==> src/rtl/sig_dump_pkg.sv <==
// rtl/sig_dump_pkg.sv - shared offsets, status bits, FSM states and helpers for sig_dump_unit
package sig_dump_pkg;

    // Word index of each register, taken from byte address bits [4:2]
    localparam logic [2:0] REG_SIG_START = 3'd0;
    localparam logic [2:0] REG_SIG_END   = 3'd1;
    localparam logic [2:0] REG_HALT      = 3'd2;
    localparam logic [2:0] REG_STATUS    = 3'd3;
    localparam logic [2:0] REG_CHECKSUM  = 3'd4;

    // STATUS register bit positions
    localparam int STAT_BUSY  = 0;
    localparam int STAT_DONE  = 1;
    localparam int STAT_ABORT = 2;

    typedef enum logic [2:0] {
        S_IDLE,
        S_CHECK,
        S_FETCH,
        S_WAIT,
        S_EMIT,
        S_DONE,
        S_ABORT
    } state_t;

    // Width of a counter that must reach the ack timeout value
    function automatic int to_cnt_width(input int timeout);
        return $clog2(timeout + 1);
    endfunction

    // Replace only the byte lanes whose enable is set
    function automatic logic [31:0] be_merge(input logic [31:0] old_val,
                                             input logic [31:0] wdata,
                                             input logic [3:0]  be);
        logic [31:0] res;
        res = old_val;
        for (int i = 0; i < 4; i++) begin
            if (be[i]) res[i*8 +: 8] = wdata[i*8 +: 8];
        end
        return res;
    endfunction

endpackage

==> src/rtl/sig_dump_regs.sv <==
// rtl/sig_dump_regs.sv - slave decode, byte-enable merge, ack/err and write lockout (SIG_DUMP_CHECKSUM_EN adds CHECKSUM)
module sig_dump_regs import sig_dump_pkg::*; #(
    parameter int ADDR_WIDTH = 32
) (
    input  logic                  clk_i,
    input  logic                  rst_i,
    input  logic                  stb_i,
    input  logic [3:0]            we_i,
    input  logic [2:0]            addr_idx_i,
    input  logic [31:0]           wdata_i,
    input  logic                  idle_i,
    input  logic                  align_i,
    input  logic [2:0]            status_i,
`ifdef SIG_DUMP_CHECKSUM_EN
    input  logic [31:0]           checksum_i,
`endif
    output logic [31:0]           rdata_o,
    output logic                  ack_o,
    output logic                  err_o,
    output logic                  halt_start_o,
    output logic [ADDR_WIDTH-1:0] sig_start_o,
    output logic [ADDR_WIDTH-1:0] sig_end_o
);

    logic        wr;
    logic        ok;
    logic [31:0] rd_val;

    // Decode the offset: is this access legal right now, and what would a read return
    always_comb begin
        wr     = |we_i;
        ok     = 1'b0;
        rd_val = '0;
        case (addr_idx_i)
            REG_SIG_START: begin
                ok     = !wr || idle_i;
                rd_val = 32'(sig_start_o);
            end
            REG_SIG_END: begin
                ok     = !wr || idle_i;
                rd_val = 32'(sig_end_o);
            end
            REG_HALT:   ok = !wr || idle_i;
            REG_STATUS: begin
                ok     = !wr;
                rd_val = 32'(status_i);
            end
`ifdef SIG_DUMP_CHECKSUM_EN
            REG_CHECKSUM: begin
                ok     = !wr;
                rd_val = checksum_i;
            end
`endif
            default: ok = 1'b0;
        endcase
    end

    // Only a HALT write that actually enables and sets bit 0 launches a dump
    assign halt_start_o = stb_i && wr && idle_i && (addr_idx_i == REG_HALT)
                          && we_i[0] && wdata_i[0];

    // Registered response one cycle after the strobe, plus address register updates
    always_ff @(posedge clk_i) begin
        if (rst_i) begin
            ack_o       <= 1'b0;
            err_o       <= 1'b0;
            rdata_o     <= '0;
            sig_start_o <= '0;
            sig_end_o   <= '0;
        end else begin
            ack_o   <= stb_i && ok;
            err_o   <= stb_i && !ok;
            rdata_o <= (stb_i && ok && !wr) ? rd_val : '0;
            if (align_i) begin
                sig_start_o[1:0] <= 2'b00;
                sig_end_o[1:0]   <= 2'b00;
            end else if (stb_i && ok && wr) begin
                if (addr_idx_i == REG_SIG_START)
                    sig_start_o <= ADDR_WIDTH'(be_merge(32'(sig_start_o), wdata_i, we_i));
                if (addr_idx_i == REG_SIG_END)
                    sig_end_o <= ADDR_WIDTH'(be_merge(32'(sig_end_o), wdata_i, we_i));
            end
        end
    end

endmodule

==> src/rtl/sig_dump_unit.sv <==
// rtl/sig_dump_unit.sv - halt-triggered signature region dumper over a RAM master port (SIG_DUMP_CHECKSUM_EN adds CHECKSUM)
module sig_dump_unit import sig_dump_pkg::*; #(
    parameter int DATA_WIDTH  = 32,
    parameter int ADDR_WIDTH  = 32,
    parameter int ACK_TIMEOUT = 16
) (
    input  logic                  clk_i,
    input  logic                  rst_i,
    input  logic                  dev_stb_i,
    input  logic [3:0]            dev_we_i,
    input  logic [ADDR_WIDTH-1:0] dev_addr_i,
    input  logic [DATA_WIDTH-1:0] dev_wdata_i,
    output logic [DATA_WIDTH-1:0] dev_rdata_o,
    output logic                  dev_ack_o,
    output logic                  dev_err_o,
    output logic                  mem_stb_o,
    output logic [ADDR_WIDTH-1:0] mem_addr_o,
    input  logic [DATA_WIDTH-1:0] mem_rdata_i,
    input  logic                  mem_ack_i,
    input  logic                  mem_err_i,
    output logic                  sig_valid_o,
    input  logic                  sig_ready_i,
    output logic [DATA_WIDTH-1:0] sig_data_o,
    output logic                  sig_last_o,
    output logic                  halt_o,
    output logic                  done_o,
    output logic                  abort_o
);

    localparam int TO_W = to_cnt_width(ACK_TIMEOUT);

    state_t                state;
    logic [ADDR_WIDTH-1:0] ptr;
    logic [ADDR_WIDTH-1:0] ptr_next;
    logic [ADDR_WIDTH-1:0] sig_start;
    logic [ADDR_WIDTH-1:0] sig_end;
    logic [ADDR_WIDTH-1:0] start_al;
    logic [ADDR_WIDTH-1:0] end_al;
    logic [TO_W-1:0]       to_cnt;
    logic [2:0]            status;
    logic                  halt_start;
    logic                  unused_addr_bits;
`ifdef SIG_DUMP_CHECKSUM_EN
    logic [31:0]           checksum;
`endif

    assign unused_addr_bits = ^{dev_addr_i[ADDR_WIDTH-1:5], dev_addr_i[1:0]};
    assign start_al = {sig_start[ADDR_WIDTH-1:2], 2'b00};
    assign end_al   = {sig_end[ADDR_WIDTH-1:2], 2'b00};
    assign ptr_next = ptr + ADDR_WIDTH'(4);

    // STATUS view of the FSM; busy covers everything between launch and a terminal state
    always_comb begin
        status              = '0;
        status[STAT_BUSY]   = (state != S_IDLE) && (state != S_DONE) && (state != S_ABORT);
        status[STAT_DONE]   = done_o;
        status[STAT_ABORT]  = abort_o;
    end

    sig_dump_regs #(.ADDR_WIDTH(ADDR_WIDTH)) u_regs (
        .clk_i        (clk_i),
        .rst_i        (rst_i),
        .stb_i        (dev_stb_i),
        .we_i         (dev_we_i),
        .addr_idx_i   (dev_addr_i[4:2]),
        .wdata_i      (dev_wdata_i),
        .idle_i       (state == S_IDLE),
        .align_i      (state == S_CHECK),
        .status_i     (status),
`ifdef SIG_DUMP_CHECKSUM_EN
        .checksum_i   (checksum),
`endif
        .rdata_o      (dev_rdata_o),
        .ack_o        (dev_ack_o),
        .err_o        (dev_err_o),
        .halt_start_o (halt_start),
        .sig_start_o  (sig_start),
        .sig_end_o    (sig_end)
    );

    // Dump sequencer: fetch one word, wait for RAM, hold it on the stream until taken
    always_ff @(posedge clk_i) begin
        if (rst_i) begin
            state       <= S_IDLE;
            ptr         <= '0;
            to_cnt      <= '0;
            mem_stb_o   <= 1'b0;
            mem_addr_o  <= '0;
            sig_valid_o <= 1'b0;
            sig_data_o  <= '0;
            sig_last_o  <= 1'b0;
            halt_o      <= 1'b0;
            done_o      <= 1'b0;
            abort_o     <= 1'b0;
`ifdef SIG_DUMP_CHECKSUM_EN
            checksum    <= '0;
`endif
        end else begin
            case (state)
                S_IDLE: begin
                    if (halt_start) begin
                        halt_o <= 1'b1;
                        state  <= S_CHECK;
                    end
                end
                S_CHECK: begin
`ifdef SIG_DUMP_CHECKSUM_EN
                    checksum <= '0;
`endif
                    if (start_al >= end_al) begin
                        done_o <= 1'b1;
                        state  <= S_DONE;
                    end else begin
                        ptr        <= start_al;
                        mem_addr_o <= start_al;
                        mem_stb_o  <= 1'b1;
                        state      <= S_FETCH;
                    end
                end
                S_FETCH: begin
                    mem_stb_o <= 1'b0;
                    to_cnt    <= '0;
                    state     <= S_WAIT;
                end
                S_WAIT: begin
                    if (mem_ack_i) begin
                        sig_valid_o <= 1'b1;
                        sig_data_o  <= mem_rdata_i;
                        sig_last_o  <= (ptr_next >= end_al);
                        state       <= S_EMIT;
                    end else if (mem_err_i || (to_cnt == TO_W'(ACK_TIMEOUT - 1))) begin
                        abort_o <= 1'b1;
                        state   <= S_ABORT;
                    end else begin
                        to_cnt <= to_cnt + 1'b1;
                    end
                end
                S_EMIT: begin
                    if (sig_ready_i) begin
                        sig_valid_o <= 1'b0;
                        sig_last_o  <= 1'b0;
                        ptr         <= ptr_next;
`ifdef SIG_DUMP_CHECKSUM_EN
                        checksum    <= checksum + sig_data_o;
`endif
                        if (sig_last_o) begin
                            done_o <= 1'b1;
                            state  <= S_DONE;
                        end else begin
                            mem_addr_o <= ptr_next;
                            mem_stb_o  <= 1'b1;
                            state      <= S_FETCH;
                        end
                    end
                end
                default: ;
            endcase
        end
    end

endmodule

==> config.mk <==
export PLATFORM = sky130hd
export DESIGN_NAME = sig_dump_unit
export DESIGN_NICKNAME = d
export VERILOG_FILES = /design/src/rtl/sig_dump_pkg.sv /design/src/rtl/sig_dump_regs.sv /design/src/rtl/sig_dump_unit.sv
export SDC_FILE = /design/constraint.sdc
export NUM_CORES = 1
export LEC_CHECK = 0
export BUFFER_PORTS_ARGS = -buffer_cell sky130_fd_sc_hd__buf_2
export CORE_UTILIZATION = 55
export CTS_CLUSTER_DIAMETER = 30
export CTS_CLUSTER_SIZE = 25
export DETAILED_ROUTE_END_ITERATION = 10
export GPL_TIMING_DRIVEN = 0
export PLACE_DENSITY = 0.78
export SYNTH_ARGS = -nofsm -noshare
export SYNTH_HDL_FRONTEND = slang
export SYNTH_SLANG_ARGS = --single-unit
==> constraint.sdc <==
create_clock -name clk_i -period 3.8 [get_ports clk_i]
set_input_delay 0 -clock clk_i [delete_from_list [all_inputs] [get_ports clk_i]]
set_output_delay 0 -clock clk_i [all_outputs]
set_load 0.01 [all_outputs]
Word level (Yosys, flattened, before mapping)
Index checks and enable logic that the tools add are counted.
{"block": "totals", "register_bits": 208, "input_bits": 106, "elab_cells": 129}
{"block": "classes", "addsub": 2, "magnitude_cmp": 2, "eq_ne": 20, "muxes": 31, "bitwise_logic": 3, "n_reduce_logical": 47}
{"operator": "two-way mux 32 bit", "count": 4}
{"operator": "one-hot mux 32 bit (2 select lines)", "count": 2}
{"operator": "one-hot mux 32 bit (3 select lines)", "count": 1}
{"operator": ">= comparator 32 bit", "count": 2}
{"operator": "AND reduction 4 bit", "count": 12}
{"operator": "adder 32 x 3 -> 32 bit, second input constant", "count": 1}
{"operator": "two-way mux 3 bit", "count": 6}
{"operator": "!= test 2 bit, second input constant", "count": 9}
{"operator": "AND reduction 3 bit", "count": 6}
{"operator": "one-hot mux 3 bit (5 select lines)", "count": 1}
{"operator": "equality test 3 x 2 -> 1 bit, second input constant", "count": 4}
{"operator": "logical AND 1 bit", "count": 11}
{"operator": "two-way mux 5 bit", "count": 2}
{"operator": "one-hot mux 5 bit (2 select lines)", "count": 1}
{"operator": "two-way mux 1 bit", "count": 9}
{"operator": "!= test 3 bit, second input constant", "count": 3}
{"operator": "one-hot mux 1 bit (2 select lines)", "count": 4}
{"operator": "equality test 3 x 1 -> 1 bit, second input constant", "count": 2}
{"operator": "zero test 3 bit", "count": 2}
{"operator": "nonzero test 2 bit", "count": 3}
{"operator": "nonzero test 3 bit", "count": 2}
{"operator": "adder 5 x 1 -> 5 bit, second input constant", "count": 1}
{"operator": "equality test 5 x 4 -> 1 bit, second input constant", "count": 1}
{"operator": "nonzero test 5 bit", "count": 1}
{"operator": "9 further kinds", "count": 15}

Longest topological paths before layout
Gate-level depths: netlist of run 1.
{"block": "logic_depth", "word_depth": 8, "ltp_mapped": 13, "mapped_depth_nobuf": 13}

Cells and area by module
From an unflattened synthesis of run 1, not the netlist that was laid out.
{"block": "unflattened", "cells_unflattened": 1211, "area_unflattened_um2": 10413.7}
{"module": "sig_dump_unit", "instances": 1, "cells_each": 817, "area_per_inst_um2": 6613.8, "seq_area_each_um2": 2202.1}
{"module": "sig_dump_regs", "instances": 1, "cells_each": 394, "area_per_inst_um2": 3799.9, "seq_area_each_um2": 1961.9}

Worst setup path after synthesis of run 1
Ideal clock, no wire load.
{"block": "synth_path", "path_kind": "register -> register", "start": "register ptr[5]", "end": "register sig_last_o", "t_arrival_ps": 2880, "required_ps": 3681, "path_slack_ps": 801, "path_stages_with_launch": 13, "path_buffers": 0, "synth_period_minus_slack_ps": 2999, "cell_sequence": "dfxtp_1 > nand4_2 > nor4_4 > nand4_1 > xnor2_1 > ha_1 > a21o_1 > a21o_1 > a21oi_1 > nor2_1 > a2111oi_0 > o21ai_0 > o221a_2"}
{"block": "synth_via", "elab_chain_len": 4}
{"item": "start: declaration", "line_no": "sig_dump_unit.sv:33", "text": "logic [ADDR_WIDTH-1:0] ptr;"}
{"item": "start signal: assignment", "line_no": "sig_dump_unit.sv:114", "text": "ptr <= start_al;"}
{"item": "start signal: assignment", "line_no": "sig_dump_unit.sv:142", "text": "ptr <= ptr_next;"}
{"item": "adder 32 x 3 -> 32 bit", "line_no": "sig_dump_unit.sv:50", "text": "assign ptr_next = ptr + ADDR_WIDTH'(4);"}
{"item": ">= comparator 32 bit", "line_no": "sig_dump_unit.sv:129", "text": "sig_last_o <= (ptr_next >= end_al);"}
{"item": "two-way mux 1 bit", "line_no": "sig_dump_unit.sv:126", "text": "if (mem_ack_i) begin"}
{"item": "one-hot mux 1 bit (2 select lines)", "line_no": "sig_dump_unit.sv:99", "text": "case (state)"}
{"item": "end signal: assignment", "line_no": "sig_dump_unit.sv:129"}
{"item": "end: declaration", "line_no": "sig_dump_unit.sv:24", "text": "output logic sig_last_o,"}
Every way passes these cells. The select of a mux whose other input is x is not followed.
A chain may end at the register's enable or synchronous reset.

Worst setup path after layout of run 1
Ends and elaborated chain as after synthesis.

==> out/summary.log, run 1 <==
qor: layout.diodes 0
qor: worst_setup_path.r2r_slack 0.26 ns
qor: yosys.synth_simple_gate_area_frac 0.223
qor: sta.setup_total_negative_slack 0 ns
qor: sta.final_hold_viol_count 0
qor: power.fin_total_pwr 7.16 mW
qor: yosys.synth_largest_area_cell dfxtp_1
qor: floorplanning.floorplan.die.width 138 µm
qor: worst_setup_path.worst-endpoint-required 4.22 ns
qor: cts.cts_max_path_buffers 3
qor: yosys.synth_common_cells dfxtp_1, nand2_1, a21oi_1
qor: yosys.synthAdderAreaFrac 0.0791
qor: sta.worst_slew_margin_rel 0.403
qor: place.dp_hpwl 23.5 mm
qor: floorplanning.io_pins 210
qor: routing.wl_per_cell 19.2 µm
qor: worst_setup_path.worst-path-max-fanout 7
qor: global_route.antenna_violations_before_repair 0
qor: yosys.synth-edff-count 0
qor: sta.max_freq 282 MHz
qor: power.powerDensity 526 nW/µm²
qor: layout.stdcell_count 1818
qor: global_route.grtUsageTotal 0.362
qor: yosys.syn_area 10100 µm²
qor: floorplanning.rows 49
qor: power.power_leakage 5.53 nW
qor: routing.drt.antenna.violating_nets 0
qor: sta.finalCriticalPeriod 3.54 ns
qor: cts.cts_tree done
qor: yosys.post_synth_num_cell_types 61
qor: yosys.ys_warn_count 0
qor: cts.htreeDepth 2
qor: min_path.min_path_cells 5
qor: cts.insertion_delay 0.54 ns
qor: power.p_sw 2.11 mW
qor: yosys.synth_most_common_cell dfxtp_1
qor: global_route.total_grt_overflow 0
qor: yosys.cells_taking_the_most_area_after_synthesis dfxtp_1, a21oi_1, ha_1
qor: cts.ctsRootBufferMaster clkbuf_16
qor: floorplanning.initial_core_util 0.562
qor: yosys.synth-xor-area-share 0.0268
qor: worst_setup_path.critical_path.reg2reg.endpoint sig_last_o
qor: sta.worst-slew-pin-transition 0.893 ns
qor: layout.multi_input_logic_area 5490 µm²
qor: cts.tritoncts_num_sinks 208
qor: place.placed_cells_incl_taps 1654
qor: sta.unrepaired_setup_endpoints_after_global_routing no
qor: layout.ff_latch_area 4160 µm²
qor: place.globalplace.congestion 0.988
qor: layout.area.growth.synth_to_final 34.4%
qor: yosys.ys_ff_latch 208
qor: worst_setup_path.crit_path_end sig_last_o
qor: cts.cts-buffers-inserted 44
qor: global_route.grt_pass1_wl 52.7 mm
qor: sta.timing.clock.skew 0.0167 ns
qor: sta.final_max_slew_viol_count 0
qor: yosys.sequential_cell_area_fraction_in_the_yosys_report 0.411
qor: routing.drt_pre_antenna_iters 6
qor: flow_run.max_cap_violations 0
qor: global_route.grt_start_max_net_pins 13
qor: worst_setup_path.cp-end-kind flop
qor: yosys.synth_compound_gate_area_share 0.173
qor: worst_setup_path.arrival 3.96 ns
qor: power.clock_power_share 0.529
qor: worst_setup_path.criticalPathCategory flop to flop
qor: routing.drcViolationCount 0
qor: power.logic_pwr_share 0.149
qor: min_path.timing.hold.worst.class primary input to flop
qor: worst_setup_path.worstReg2RegStart ptr[5]
qor: place.place.port_buffers 177
qor: routing.dr_total_vias 10856
qor: global_route.first_global_vias 10422
qor: power.power.switching_fraction 0.295
qor: layout.nNetsFinal 1724
qor: routing.detail_route.wirelength 34.9 mm
qor: sta.report.final.setup_viol 0
qor: yosys.synth.net_count 1418
qor: worst_setup_path.setup.worst_path.start_class flop
qor: floorplanning.fp.dieH 138 µm
qor: yosys.ys_async_sr_fraction 0
qor: worst_setup_path.critPathLaunch ptr[5]
qor: routing.detailedRoute.firstIterationViolations 917
qor: worst_setup_path.cell_count_of_the_worst_reg_to_reg_path 12
qor: yosys.netlist.area_leader.share 0.411
qor: power.sequentialPowerShare 0.322
qor: floorplanning.core_region_area 18000 µm²
qor: layout.final_layout_size_suffix_gt1_frac 0.191
qor: floorplanning.fp.dieArea 19000 µm²
qor: yosys.dominantRegCellSynth dfxtp_1
qor: layout.fillerInstances 1349
qor: routing.ratio_of_routed_vias_to_standard_cells 5.97
qor: yosys.synth_top_family_by_area simple AND/OR/NAND/NOR gates
qor: sta.period_share 0.932
qor: cts.clk_slew_on_worst_s_h_paths 0.05 ns
qor: yosys.synthMuxAreaShare 0.0399
qor: yosys.synthesis.instances 1248
qor: power.vdd_drop_max 445 µV
qor: status.status finished clean
qor: yosys.syn_avg_cell_area 8.11 µm²
qor: power.internal_power_consumption 5.05 mW
[placed cells by master (no fill, tap or decap), types with 24 or more instances in the layout]
| cell type | count |
|---|---|
| inv_1 | 37 |
| ha_1 | 64 |
| nor2_1 | 97 |
| a21oi_1 | 165 |
| clkbuf_16 | 44 |
| a22oi_1 | 30 |
| nand3_1 | 121 |
| buf_2 | 183 |
| dlygate4sd3_1 | 77 |
| clkbuf_1 | 78 |
| nand2_1 | 167 |
| xnor2_1 | 24 |
| dfxtp_1 | 208 |
| o21ai_0 | 64 |
[power by group through the flow]
stage | clock, mW | sequential [mW] | combinational (mW)
after floorplan | 0 | 2.34 | 0.619
after global placement | 0 | 2.34 | 0.937
after detailed placement | 0 | 2.34 | 0.952
after CTS | 3.80 | 2.30 | 1.03
after global routing | 3.91 | 2.31 | 1.14
final | 3.79 | 2.31 | 1.07
[per-stage QoR]
| stage | util | area [µm²] | hold slack (ns) | worst slack [ns] |
|---|---|---|---|---|
| after floorplan | - | 10100 | 0.0791 | 0.801 |
| after global placement | 0.627 | 11300 | 0.240 | 0.0847 |
| after detailed placement | 0.627 | 11300 | 0.242 | 0.0954 |
| after CTS | 0.752 | 13600 | 0.0433 | 0.0522 |
| after global routing | 0.755 | 13600 | 0.0783 | 0.0150 |
| final | 0.755 | 13600 | 0.0636 | 0.260 |
[critical path: stages, from the launching register on]
cell	delay [ns]
dfxtp_1	0.43
nand4_2	0.30
nor4_2	0.64
nand3_1	0.18
xnor2_1	0.18
ha_1	0.19
a21o_1	0.15
a21o_1	0.17
a21oi_1	0.15
nor2_1	0.07
a2111oi_0	0.36
o21ai_0	0.27
o221a_2	0.32
[area by class of cell]
cell class,instances,area share
plain buffers,84,0.0248
clock buffers,51,0.0858
clock inverters,30,0.0239
inverters,38,0.0105
multi-input cells,918,0.403
flip-flops and latches,208,0.306
well taps,229,0.0210
repair buffers,260,0.125
[per-layer routing]
metal,GRT usage,share of wire,up-vias,wire (µm)
met5,0,0,-,0
met4,0.182,0.044,0,1550
met3,0.0758,0.091,113,3160
met2,0.599,0.47,623,16500
met1,0.444,0.39,5080,13700
li1,-,-,5040,-
[state kept, by name, indices dropped and copies added, names as in the netlist, 3 cells and up]
signal / cells
mem_addr_o: 32
ptr: 32
sig_data_o: 32
state: 3
to_cnt: 5
u_regs.rdata_o: 32
u_regs.sig_end_o: 32
u_regs.sig_start_o: 32
[worst min path at each step]
stage	slack [ns]	endpoint	startpoint
6_report	0.06	to_cnt[1]	mem_err_i
5_1_grt	0.08	to_cnt[1]	mem_err_i
4_1_cts	0.04	to_cnt[1]	mem_err_i
3_5_place_dp	0.24	u_regs.ack_o	dev_addr_i[4]
3_3_place_gp	0.24	sig_data_o[21]	mem_rdata_i[21]
2_1_floorplan	0.08	u_regs.ack_o	dev_addr_i[4]
[cell families after synthesis]
| group | after synthesis |
|---|---|
| flops | 208 |
| buf+inv | 122 |
| compound gates | 304 |
| mux | 38 |
| xor+xnor | 31 |
| fa+ha+maj | 64 |
| simple gates | 481 |
[what timing repair did]
item                       CTS  global route
hold endpoints to repair   102             0
hold buffers                77             0
gates resized for setup      0             1
setup endpoints to repair    0             1
setup buffers                0             6
Power figures use the tool's default switching activity.
==> run 2: changes to the inputs <==
--- a/config.mk
+++ b/config.mk
@@ -12,6 +12,7 @@
 export DETAILED_ROUTE_END_ITERATION = 10
 export GPL_TIMING_DRIVEN = 0
 export PLACE_DENSITY = 0.78
+export RECOVER_POWER = 100
 export SYNTH_ARGS = -nofsm -noshare
 export SYNTH_HDL_FRONTEND = slang
 export SYNTH_SLANG_ARGS = --single-unit
==> run 2 against run 1 <==
  * The flow now finishes with violations (max-capacitance violations, max-slew violations)
  * Sequential share of layout area rose by 0.36 points
  * Largest cell class unchanged
  * Power fell by 0.32%
  * Clock power barely moved
  * Via count rose by 0.53%
  * Combinational power barely moved
  * Critical path type unchanged
  * First-iteration DRC count rose by 1.7%
  * Register-to-register slack got worse by 0.05 ns
==> out/summary.log, run 2 (synthesis gave the netlist of run 1 again) <==
qor: place.placedInstanceArea 11300 µm² [unchanged]
qor: worst_setup_path.setup.worst_path.start_class flop [unchanged]
qor: routing.ratio_of_routed_vias_to_standard_cells 6.00 [was 5.97]
qor: place.dp_hpwl 23.5 mm [unchanged]
qor: cts.ctsRootBufferMaster clkbuf_16 [unchanged]
qor: layout.most-common-layout-cells dfxtp_1, clkbuf_1, nand2_1 [was dfxtp_1, buf_2, nand2_1]
qor: global_route.total_grt_overflow 0 [unchanged]
qor: floorplanning.rows 49 [unchanged]
qor: sta.worst_slew_margin_rel -0.0117 [was 0.403]
qor: global_route.grtUsageTotal 0.362 [unchanged]
qor: power.logic_pwr_share 0.147 [was 0.149]
qor: floorplanning.fp.dieArea 19000 µm² [unchanged]
qor: routing.detail_route.wirelength 35.1 mm [was 34.9 mm]
qor: power.sequentialPowerShare 0.323 [was 0.322]
qor: layout.multi_input_logic_area 5470 µm² [was 5490 µm²]
qor: global_route.grt_pass1_wl 52.7 mm [unchanged]
qor: worst_setup_path.arrival 4.05 ns [was 3.96 ns]
qor: floorplanning.io_pins 210 [unchanged]
qor: floorplanning.fp.dieH 138 µm [unchanged]
qor: power.power_leakage 5.06 nW [was 5.53 nW]
qor: worst_setup_path.critical_path.reg2reg.endpoint mem_addr_o[15] [was sig_last_o]
qor: worst_setup_path.worst-endpoint-required 4.26 ns [was 4.22 ns]
qor: min_path.timing.hold.worst.class primary input to flop [unchanged]
qor: worst_setup_path.r2r_slack 0.21 ns [was 0.26 ns]
qor: cts.clk_slew_on_worst_s_h_paths 0.05 ns [about the same]
qor: worst_setup_path.criticalPathCategory flop to flop [unchanged]
qor: routing.drt.antenna.violating_nets 0 [unchanged]
qor: power.vdd_drop_max 439 µV [was 445 µV]
qor: worst_setup_path.worst-path-max-fanout 10 [was 7]
qor: floorplanning.floorplan.die.width 138 µm [unchanged]
qor: cts.cts-buffers-inserted 44 [unchanged]
qor: layout.fillerInstances 1421 [was 1349]
qor: layout.diodes 0 [unchanged]
qor: sta.max_freq 278 MHz [was 282 MHz]
qor: cts.htreeDepth 2 [unchanged]
qor: sta.period_share 0.945 [was 0.932]
qor: worst_setup_path.cp-end-kind flop [unchanged]
qor: power.p_sw 2.11 mW [about the same]
qor: power.internal_power_consumption 5.03 mW [was 5.05 mW]
qor: power.clock_power_share 0.530 [was 0.529]
qor: floorplanning.initial_core_util 0.562 [unchanged]
qor: cts.cts_tree done [unchanged]
qor: worst_setup_path.critPathLaunch u_regs.sig_end_o[30] [was ptr[5]]
qor: floorplanning.core_region_area 18000 µm² [unchanged]
qor: routing.wl_per_cell 19.3 µm [was 19.2 µm]
qor: power.power.switching_fraction 0.295 [about the same]
qor: worst_setup_path.crit_path_end mem_addr_o[15] [was sig_last_o]
qor: sta.worst-slew-pin-transition 1.51 ns [was 0.893 ns]
qor: routing.detailedRoute.firstIterationViolations 933 [was 917]
qor: cts.tritoncts_num_sinks 208 [unchanged]
qor: sta.timing.clock.skew 0.0167 ns [about the same]
qor: layout.ff_latch_area 4160 µm² [unchanged]
qor: global_route.first_global_vias 10422 [unchanged]
qor: sta.unrepaired_setup_endpoints_after_global_routing no [unchanged]
qor: worst_setup_path.cell_count_of_the_worst_reg_to_reg_path 10 [was 12]
qor: routing.dr_total_vias 10913 [was 10856]
qor: layout.nNetsFinal 1724 [unchanged]
qor: worst_setup_path.worstReg2RegStart u_regs.sig_end_o[30] [was ptr[5]]
qor: sta.final_hold_viol_count 0 [unchanged]
qor: routing.drcViolationCount 0 [unchanged]
qor: cts.cts_max_path_buffers 3 [unchanged]
qor: cts.insertion_delay 0.54 ns [about the same]
qor: status.status complete, but fails checks [was finished clean]
qor: place.globalplace.congestion 0.988 [unchanged]
qor: layout.final_layout_size_suffix_gt1_frac 0.121 [was 0.191]
qor: global_route.antenna_violations_before_repair 0 [unchanged]
qor: flow_run.max_cap_violations 1 [was 0]
qor: sta.finalCriticalPeriod 3.59 ns [was 3.54 ns]
qor: power.powerDensity 531 nW/µm² [was 526 nW/µm²]
qor: sta.setup_total_negative_slack 0 ns [unchanged]
qor: layout.final_cell_area 13500 µm² [was 13600 µm²]
qor: layout.area.growth.synth_to_final 32.9% [was 34.4%]
qor: layout.layout.cells.most_common dfxtp_1 [unchanged]
qor: sta.report.final.setup_viol 0 [unchanged]
qor: status.violations max-capacitance violations, max-slew violations
qor: global_route.grt_start_max_net_pins 13 [unchanged]
qor: sta.final_max_slew_viol_count 10 [was 0]
qor: routing.drt_pre_antenna_iters 7 [was 6]
qor: place.place.port_buffers 177 [unchanged]
[run 2: changes by cell type in the layout (fill, tap and decap cells not counted), sizes merged]
cell / change
clkbuf: +111
buf: -111
[run 2: critical path: stages, from the launching register on]
cell and delay, ns:
dfxtp_1 0.37, inv_1 0.09, ha_1 0.32, nand4_1 0.16, or4_1 0.61, a31oi_1 0.61
or4_1 0.24, clkbuf_1 0.42, clkbuf_2 0.39, nand3_1 0.13, a21oi_1 0.17
[run 2: worst min path at each step]
stage / start / end / slack (ns) / cells past startpoint
after detailed placement: dev_addr_i[4] / u_regs.ack_o / 0.24 / 2
after global placement: mem_rdata_i[21] / sig_data_o[21] / 0.24 / 3
final: mem_err_i / to_cnt[1] / 0.06 / 5
after global routing: mem_err_i / to_cnt[1] / 0.08 / 5
after floorplan: dev_addr_i[4] / u_regs.ack_o / 0.08 / 1
after CTS: mem_err_i / to_cnt[1] / 0.04 / 5
[run 2: final cells by class]
class,count,share of cell area
repair buffers,260,0.117
clock inverters,30,0.0242
clock buffers,51,0.0868
well taps,229,0.0213
plain buffers,84,0.0244
inverters,38,0.0106
flip-flops and latches,208,0.309
multi-input cells,918,0.407
[run 2: power by group through the flow]
| stage | Clock (mW) | Combinational [mW] | Sequential (mW) |
|---|---|---|---|
| 6_report | 3.79 | 1.05 | 2.31 |
| 5_1_grt | 3.91 | 1.12 | 2.31 |
| 4_1_cts | 3.80 | 1.03 | 2.30 |
| 3_5_place_dp | 0 | 0.952 | 2.34 |
| 3_3_place_gp | 0 | 0.937 | 2.34 |
| 2_1_floorplan | 0 | 0.619 | 2.34 |
[run 2: per-layer routing]
layer	global-route usage	part of all wire
met4	0.182	0.043
met1	0.444	0.39
met2	0.599	0.47
met5	0	0
met3	0.0758	0.088
[run 2: stage by stage]
stage          cells  power [mW]  worst slack (ns)  utilization  hold WS [ns]
2_1_floorplan   1248        2.96             0.801            -        0.0791
3_3_place_gp    1654        3.28            0.0847        0.627         0.240
3_5_place_dp    1654        3.30            0.0954        0.627         0.242
4_1_cts         1812        7.12            0.0522        0.752        0.0433
5_1_grt         1818        7.34            0.0150        0.746        0.0783
6_report        1818        7.14             0.209        0.746        0.0570
[run 2: timing repair]
action	in CTS	in global routing
endpoints found under the setup margin	0	1
buffers inserted	0	6
hold endpoints to repair	102	0
hold buffers	77	0
gates resized for setup	0	1
